$ cat src/rtl/axi_mm_fifo_s2mm.sv
// axi_mm_fifo_s2mm: packs an AXI-Stream into C_WIDTH-beat blocks (valid flags, last flags, data slots) burst-written to a DDR ring.
// Define AXI_MM_FIFO_S2MM_FLUSH_ON_TLAST_EN to close a block right after an accepted tlast beat.
module axi_mm_fifo_s2mm #(
  parameter int C_WIDTH      = 64,
  parameter int C_START_ADDR = 0,
  parameter int C_END_ADDR   = 134217727,
  parameter int C_TIMEOUT    = 256,
  localparam int AW          = $clog2(C_END_ADDR + 1)
) (
  input  logic               clk,
  input  logic               rst_n,
  input  logic               enable,
  output logic               busy,
  output logic [AW-1:0]      mem_ptr,
  input  logic [AW-1:0]      rd_ptr,
  output logic               wr_error,
  output logic [AW-1:0]      m_axi_awaddr,
  output logic [7:0]         m_axi_awlen,
  output logic               m_axi_awvalid,
  input  logic               m_axi_awready,
  output logic [C_WIDTH-1:0] m_axi_wdata,
  output logic               m_axi_wlast,
  output logic               m_axi_wvalid,
  input  logic               m_axi_wready,
  input  logic [1:0]         m_axi_bresp,
  input  logic               m_axi_bvalid,
  output logic               m_axi_bready,
  input  logic [C_WIDTH-1:0] s_axis_tdata,
  input  logic               s_axis_tlast,
  input  logic               s_axis_tvalid,
  output logic               s_axis_tready
);
  localparam int NS = C_WIDTH - 2;
  localparam int CW = $clog2(C_WIDTH);
  localparam int BSH = $clog2(C_WIDTH * (C_WIDTH / 8));
  localparam logic [AW-1:0] START_A = AW'(C_START_ADDR);
  localparam logic [AW-1:0] END_A = AW'(C_END_ADDR);
  localparam logic [AW-1:0] BLK_A = AW'(C_WIDTH * (C_WIDTH / 8));
  localparam logic [CW-1:0] SLOTS = CW'(NS);
  localparam logic [CW-1:0] LAST_BEAT = CW'(C_WIDTH - 1);

  typedef enum logic [2:0] {
    ST_IDLE, ST_FILL, ST_WAIT_SPACE, ST_SET_ADDR,
    ST_WRITE_TVALID, ST_WRITE_TLAST, ST_WRITE_TDATA, ST_WAIT_RESP
  } state_t;

  state_t state_q, state_d;
  logic [CW-1:0] cnt_q, cnt_d, widx_q, widx_d, sidx;
  logic [31:0] tmo_q, tmo_d;
  logic [NS-1:0] fv_q, fv_d, fl_q, fl_d;
  logic [AW-1:0] mem_ptr_q, mem_ptr_d, awaddr_q, awaddr_d, next_ptr;
  logic [7:0] awlen_q, awlen_d;
  logic awvalid_q, awvalid_d, wr_error_q, wr_error_d;
  logic accept, tlast_close, tmo_close;
  logic [C_WIDTH-1:0] slot_q [NS];

`ifdef AXI_MM_FIFO_S2MM_FLUSH_ON_TLAST_EN
  assign tlast_close = accept && s_axis_tlast;
`else
  assign tlast_close = 1'b0;
`endif

  assign s_axis_tready = state_q == ST_FILL && cnt_q < SLOTS;
  assign accept = s_axis_tready && s_axis_tvalid;
  assign tmo_close = C_TIMEOUT != 0 && !accept && cnt_q != '0 && tmo_q == 32'(C_TIMEOUT - 1);
  assign next_ptr = mem_ptr_q[AW-1:BSH] == END_A[AW-1:BSH] ? START_A : mem_ptr_q + BLK_A;
  assign sidx = widx_q - CW'(2);
  assign busy = state_q != ST_IDLE;
  assign mem_ptr = mem_ptr_q;
  assign wr_error = wr_error_q;
  assign m_axi_awaddr = awaddr_q;
  assign m_axi_awlen = awlen_q;
  assign m_axi_awvalid = awvalid_q;
  assign m_axi_bready = state_q == ST_WAIT_RESP;
  assign m_axi_wvalid = state_q inside {ST_WRITE_TVALID, ST_WRITE_TLAST, ST_WRITE_TDATA};
  assign m_axi_wlast = state_q == ST_WRITE_TDATA && widx_q == LAST_BEAT;
  // Slots never filled in this block read as zero regardless of stale buffer contents.
  assign m_axi_wdata = state_q == ST_WRITE_TVALID ? {2'b00, fv_q} :
                       state_q == ST_WRITE_TLAST  ? {2'b00, fl_q} :
                       state_q == ST_WRITE_TDATA && fv_q[sidx] ? slot_q[sidx] : '0;

  always_comb begin
    state_d = state_q;
    cnt_d = cnt_q;
    widx_d = widx_q;
    tmo_d = tmo_q;
    fv_d = fv_q;
    fl_d = fl_q;
    mem_ptr_d = mem_ptr_q;
    awaddr_d = awaddr_q;
    awlen_d = awlen_q;
    awvalid_d = awvalid_q;
    wr_error_d = wr_error_q;
    if (accept) begin
      fv_d[cnt_q] = 1'b1;
      fl_d[cnt_q] = s_axis_tlast;
      cnt_d = cnt_q + CW'(1);
    end
    case (state_q)
      ST_IDLE: state_d = enable ? ST_FILL : ST_IDLE;
      ST_FILL: begin
        tmo_d = accept ? '0 : cnt_q != '0 ? tmo_q + 32'd1 : tmo_q;
        if (cnt_q == SLOTS || (!enable && cnt_d != '0) || tlast_close || tmo_close) begin
          state_d = ST_WAIT_SPACE;
          tmo_d = '0;
        end else if (!enable) state_d = ST_IDLE;
      end
      // One block always stays empty so a full ring is distinguishable from an empty one.
      ST_WAIT_SPACE: if (next_ptr != rd_ptr) begin
        state_d = ST_SET_ADDR;
        awvalid_d = 1'b1;
        awaddr_d = mem_ptr_q;
        awlen_d = 8'(C_WIDTH - 1);
      end
      ST_SET_ADDR: if (m_axi_awready) begin
        awvalid_d = 1'b0;
        state_d = ST_WRITE_TVALID;
      end
      ST_WRITE_TVALID: state_d = m_axi_wready ? ST_WRITE_TLAST : ST_WRITE_TVALID;
      ST_WRITE_TLAST: if (m_axi_wready) begin
        state_d = ST_WRITE_TDATA;
        widx_d = CW'(2);
      end
      ST_WRITE_TDATA: if (m_axi_wready) begin
        widx_d = widx_q + CW'(1);
        state_d = m_axi_wlast ? ST_WAIT_RESP : ST_WRITE_TDATA;
      end
      ST_WAIT_RESP: if (m_axi_bvalid) begin
        wr_error_d = wr_error_q | (m_axi_bresp != 2'b00);
        mem_ptr_d = next_ptr;
        fv_d = '0;
        fl_d = '0;
        cnt_d = '0;
        tmo_d = '0;
        state_d = enable ? ST_FILL : ST_IDLE;
      end
      default: state_d = ST_IDLE;
    endcase
  end

  always_ff @(posedge clk or negedge rst_n)
    if (!rst_n) begin
      state_q <= ST_IDLE;
      cnt_q <= '0;
      widx_q <= '0;
      tmo_q <= '0;
      fv_q <= '0;
      fl_q <= '0;
      mem_ptr_q <= START_A;
      awaddr_q <= '0;
      awlen_q <= '0;
      awvalid_q <= 1'b0;
      wr_error_q <= 1'b0;
    end else begin
      state_q <= state_d;
      cnt_q <= cnt_d;
      widx_q <= widx_d;
      tmo_q <= tmo_d;
      fv_q <= fv_d;
      fl_q <= fl_d;
      mem_ptr_q <= mem_ptr_d;
      awaddr_q <= awaddr_d;
      awlen_q <= awlen_d;
      awvalid_q <= awvalid_d;
      wr_error_q <= wr_error_d;
    end

  always_ff @(posedge clk)
    if (accept) slot_q[cnt_q] <= s_axis_tdata;
endmodule
$ cat config.mk
export PLATFORM = sky130hd
export DESIGN_NAME = axi_mm_fifo_s2mm
export DESIGN_NICKNAME = d
export VERILOG_FILES = /design/src/rtl/axi_mm_fifo_s2mm.sv
export SDC_FILE = /design/constraint.sdc
export NUM_CORES = 2
export LEC_CHECK = 0
export ABC_AREA = 1
export CAP_MARGIN = 20
export CORE_MARGIN = 4
export CORE_UTILIZATION = 39
export CTS_CLUSTER_SIZE = 28
export DETAILED_ROUTE_END_ITERATION = 8
export SLEW_MARGIN = 40
export SYNTH_ARGS = -nofsm -noshare
export SYNTH_HDL_FRONTEND = slang
export SYNTH_SLANG_ARGS = --single-unit
$ cat constraint.sdc
create_clock -name clk -period 10.4 [get_ports clk]
set_clock_uncertainty 0.05 [all_clocks]
set_input_delay 2.08 -clock clk [delete_from_list [all_inputs] [get_ports clk]]
set_output_delay 2.08 -clock clk [all_outputs]
set_load 0.02 [all_outputs]
**Word-level counts from Yosys, hierarchy flattened**

Memory sizes are Yosys's and may differ from the RTL's.
Index checks and enable logic that the tools add are counted.

- Multiplexer cells: 42
- Reductions and logical operators: 27
- $lt $le $gt $ge: 4
- Bitwise logic cells: 2
- Equal/unequal tests: 19
- $add $sub $neg: 5

Operator list:

| kind | number |
|---|---|
| $mux 62 | 6 |
| $mux 64 | 3 |
| $mux 32 | 4 |
| $pmux 32 s2 | 1 |
| $bwmux 62 | 1 |
| $or 62x62->62 | 1 |
| $add 32x1->32 const B | 1 |
| $eq 32x8->1 const B | 1 |
| $mux 6 | 5 |
| $add 27x10->27 const B | 1 |
| $mux 27 | 1 |
| $ne 27x27->1 | 1 |
| $pmux 3 s8 | 1 |
| $mux 3 | 7 |
| $eq 18x18->1 const B | 1 |
| $lt 6x7->1 const B | 2 |
| $add 6x1->6 const B | 2 |
| $eq 3x3->1 const B | 4 |
| $eq 6x6->1 const B | 2 |
| $pmux 6 s2 | 1 |
| $reduce_bool 6->1 | 2 |
| $ne 2x2->1 const B | 5 |
| $mux 1 | 9 |
| $reduce_and 3->1 | 3 |
| 19 further kinds | 34 |

- Memories: 1
- Output and inout bits: 133
- Memory bits (writable): 3968
- Bits of input ports: 101
- Logic and storage cells: 111
- Bits in registers: 228

Memories:

| memory | depth | width | rd ports | clocked after memory_dff | write ports | RTL line | RTL |
|---|---|---|---|---|---|---|---|
| slot_q | 62 | 64 | 1 | 0 | 1 | 55 | `logic [C_WIDTH-1:0] slot_q [NS];` |

**Logic depth before layout (Yosys ltp)**

- Word-level depth: 10
- Depth in mapped cells: 20
- Depth with buffers taken out: 17

**Worst setup path before layout**

OpenSTA, ideal clock, no wires.

- Path kind: input port to flip-flop
- Start point: input s_axis_tvalid
- End point: register fl_q[60]
- Path buffers: 0
- Required time: 10.252 ns
- Library setup time: 0.098 ns
- Data arrival time: 7.613 ns
- Stages on the path: 6
- Slack: 2.640 ns
- Cells stage by stage: nand2_2 > inv_2 > nand4_1 > nor3_1 > o21ai_0 > a21oi_1

- Word-level cells in the longest chain between the ends: 4

RTL lines:

| what | RTL line | RTL |
|---|---|---|
| start, declared | 30 | `input logic s_axis_tvalid,` |
| $logic_and 1x1->1 * | 64 | `assign accept = s_axis_tready && s_axis_tvalid;` |
| $mux 62 * | 94 | `if (accept) begin` |
| $mux 62 | 128 | `ST_WAIT_RESP: if (m_axi_bvalid) begin` |
| $mux 62 * | 99 | `case (state_q)` |
| via fl_d[60] | 50 | `logic [NS-1:0] fv_q, fv_d, fl_q, fl_d;` |
| end signal, assigned | 160 | `fl_q <= fl_d;` |
| end, declared | 50 |  |

The timed path passes the listed nets; every way through them passes the cells marked *.
A chain may end at the register's enable or synchronous reset.

**Final worst setup path**

- Start point: register widx_q[1]
- End point: output m_axi_wdata[50]

- Word-level cells in the longest chain between the ends: 7
- Elaborated cells on any way between the ends: 8
- Classes of those cells: add/sub: 1; mux: 5; reduce/logical: 1; memory: 1

RTL lines:

| what | RTL line | RTL |
|---|---|---|
| start, declared | 48 | `logic [CW-1:0] cnt_q, cnt_d, widx_q, widx_d, sidx;` |
| start signal, assigned | 157 | `widx_q <= widx_d;` |
| $sub 6x2->6 * | 67 | `assign sidx = widx_q - CW'(2);` |
| $bmux 1 s6 | 80 | `state_q == ST_WRITE_TDATA && fv_q[sidx] ? slot_q[sidx] : '0;` |
| $mux 1 (implied by the code) | 80 |  |
| $logic_and 1x1->1 | 80 |  |
| $mux 64 * | 80 |  |
| $mux 64 * | 79 | `state_q == ST_WRITE_TLAST ? {2'b00, fl_q} :` |
| $mux 64 * | 78 | `assign m_axi_wdata = state_q == ST_WRITE_TVALID ? {2'b00, fv_q} :` |
| end, declared | 21 | `output logic [C_WIDTH-1:0] m_axi_wdata,` |

Every way passes the cells marked *; elsewhere a longest branch is shown, timed or not. The select of a mux whose other input is x is not followed.

==> results.json <==
{
  "status": "complete, no violations",
  "reg2reg_depth": 10,
  "synth_top_flop_cell": "edfxtp_1",
  "drive_above_1_share_pct": 7.05,
  "via_per_inst": 5.81,
  "drtIter0Drc": 16300,
  "fin_crit_sh_pct": 87.3,
  "synth_edf_count": 3968,
  "irDropWorstVdd_mv": 0.369,
  "synth_warnings": 0,
  "dieArea_um2": 446000,
  "fmax_mhz": 110,
  "crit_path_end_kind": "output port",
  "hold_depth": 2,
  "ys_ff_latch": 4196,
  "initial_core_util_pct": 39.1,
  "tritoncts": "yes",
  "antenna_found_initial": 53,
  "synth.top_cell.area_share_pct": 70.1,
  "multi_input_area_um2": 41000,
  "grt_pass1_wl_um": 801000,
  "area_delta_synth_final_pct": 13.5,
  "clk_latency_ps": 980,
  "finalSetupTns_ps": 0,
  "vias": 117000,
  "grt.overflow.total": 0,
  "finalHoldViolCount": 0,
  "fillerInstances": 39100,
  "yosysTopAreaCell": "edfxtp_1",
  "start_kind": "flop",
  "arrival_ps": 6950,
  "critPathMaxFanout": 72,
  "synthTopCellsByCount": "edfxtp_1 (3968), nand2_1 (3609), nand3_1 (1804)",
  "drv_slew": 0,
  "clkTransAtPathRegs_ps": 70,
  "grt_pass1_vias": 107000,
  "cts_root_buf": "clkbuf_16",
  "holdCritPathClass": "reg2reg",
  "place_inst": 19400,
  "dr.pass1.iters": 8,
  "wl_per_cell_um": 28.2,
  "cts_setup_buffers": 0,
  "synth.area.top_cells": "edfxtp_1 (70%), nand2_1 (8.0%), nand3_1 (5.3%)",
  "synth_cell_types": 53,
  "max_slew_margin_pct": 32.2,
  "seq_area_um2": 125000,
  "synthArstFlopShare_pct": 5.43,
  "core_um2": 434000,
  "syn_inst": 14100,
  "num_rows": 242,
  "cts.sinks": 4196,
  "post-route-min-period_ps": 9080,
  "wl_um": 569000,
  "io_buffers": 231,
  "yosysMostFrequentCell": "edfxtp_1",
  "worst_pin_slew_ps": 1020,
  "routabilityCongestion": 0.899,
  "die_x_um": 668,
  "final_cells": 20200,
  "ys_seq_area_share_pct": 73.5,
  "drc": 0,
  "ios": 234,
  "cp.required_ps": 8270,
  "setup_violations": 0,
  "total_power_mw": 54.5,
  "dpl.hpwl_um": 282000,
  "p_leak_nw": 66.0,
  "numCtsBuffers": 412,
  "cts_resized": 0,
  "powerDensity_nw_per_um2": 283,
  "postCtsHoldBufs": 0,
  "rsz0062_at_grt": "no",
  "drv_cap": 0,
  "clk_path_buf_depth": 4,
  "hold_ws_ps": 421,
  "grt_start_max_net_pins": 176,
  "synth.avg_cell_area_um2": 12.0,
  "track_usage_pct": 24.6,
  "path_class": "reg2out",
  "ant_nets": 0,
  "cts_max_level": 5,
  "die_h_um": 668,
  "nNetsFinal": 14200,
  "netlist_area_um2": 170000,
  "final_util_pct": 44.4
}
==> flip-flops by register name (all words and copies together), names as in the netlist <==
register,cells
tmo_q,32
widx_q,6
cnt_q,6
mem_ptr,27
state_q,3
m_axi_awvalid,1
fv_q,62
slot_q,3968
wr_error,1
fl_q,62
m_axi_awlen,1
m_axi_awaddr,27
==> worst paths after layout <==
kind	endpoint	slack, ps	from
min reg2reg	m_axi_awaddr[14]	420	m_axi_awaddr[14]
max	m_axi_wdata[50]	1320	widx_q[1]
min	m_axi_awaddr[14]	420	m_axi_awaddr[14]
max in group asynchronous	fl_q[5]	7970	rst_n
max reg2reg	slot_q[28][59]	5790	state_q[2]
min in group asynchronous	tmo_q[9]	1080	rst_n
==> critical path: stages (launching register included) <==
cell and delay (ps):
dfrtp_4 780, buf_12 300, inv_8 210, ha_4 820
buf_4 610, buf_4 580, nand3_1 170, nand2_1 90
o21ai_0 140, a21oi_1 160, o21ai_0 100, nand2_1 530
nand3_1 430, nand3_1 180, clkdlybuf4s50_1 690
==> layout make-up <==
type,instances,area share [%]
flip-flops and latches,4196,64.7
inverters,171,0.359
well taps,5734,3.72
diodes,14,0.0182
multi-input cells,8809,21.3
clock buffers,520,5.67
repair buffers,515,3.02
clock inverters,234,1.21
==> where the power goes <==
part           total [mW]  internal (mW)  switching, mW  leakage [nW]
Sequential           18.9           18.7          0.189          38.7
Combinational        20.8           5.26           15.5          20.9
Clock                14.9           8.46           6.47          6.45
==> layer usage <==
metal,track usage (%),up-vias,routed length [um]
met5,0,-,167
met4,11.4,26,30600
met3,4.63,1205,59700
met2,37.9,6497,255000
met1,33.9,58800,223000
li1,-,50800,-
==> cells by family after synthesis <==
logic type,count (synthesis),synth area share [%]
other,1,0.00221
flip-flops,4196,73.5
AO/OA/AOI/OAI,2227,7.60
adder cells (fa/ha/maj),8,0.0589
buffers and inverters,1130,2.75
AND/OR/NAND/NOR,6536,16.0
XOR/XNOR,36,0.186
==> per-stage QoR <==
| stage | area [um^2] | worst slack [ps] |
|---|---|---|
| after CTS | 193000 | 1400 |
| after floorplan | 170000 | 2640 |
| final | 193000 | 1320 |
| after detailed placement | 179000 | 2480 |
| after global routing | 193000 | 1210 |
| after global placement | 178000 | 2110 |
==> placed cells by master, fill, tap and decap left out, types with 10 or more instances in the layout <==
| master | netlist | final |
|---|---|---|
| a32o_1 | 59 | 59 |
| nor3_1 | 72 | 71 |
| inv_1 | 164 | 157 |
| buf_4 | 20 | 202 |
| bufinv_16 | 0 | 41 |
| a22o_1 | 83 | 83 |
| o221ai_1 | 133 | 133 |
| nand4_1 | 21 | 21 |
| a311oi_1 | 21 | 21 |
| diode_2 | 0 | 14 |
| a21oi_1 | 829 | 829 |
| nand2_1 | 3609 | 3606 |
| o21bai_1 | 10 | 10 |
| a31oi_1 | 13 | 13 |
| nand3_1 | 1804 | 1804 |
| clkinvlp_4 | 0 | 13 |
| a22oi_1 | 63 | 63 |
| nand3b_1 | 10 | 10 |
| xor2_1 | 30 | 28 |
| a221oi_1 | 57 | 57 |
| clkbuf_16 | 0 | 420 |
| buf_16 | 0 | 27 |
| o21ai_0 | 902 | 890 |
| dfrtp_1 | 228 | 226 |
| buf_8 | 1 | 11 |
| clkdlybuf4s50_1 | 0 | 166 |
| buf_12 | 0 | 60 |
| edfxtp_1 | 3968 | 3968 |
| nor2_1 | 978 | 914 |
| clkbuf_1 | 536 | 94 |
| nor2_4 | 1 | 64 |
| clkinv_1 | 2 | 98 |
| clkinv_2 | 0 | 59 |
| o211ai_1 | 23 | 23 |
| buf_6 | 3 | 46 |
| a221o_1 | 10 | 10 |
| o21ai_1 | 4 | 14 |
Power figures use the tool's default switching activity.
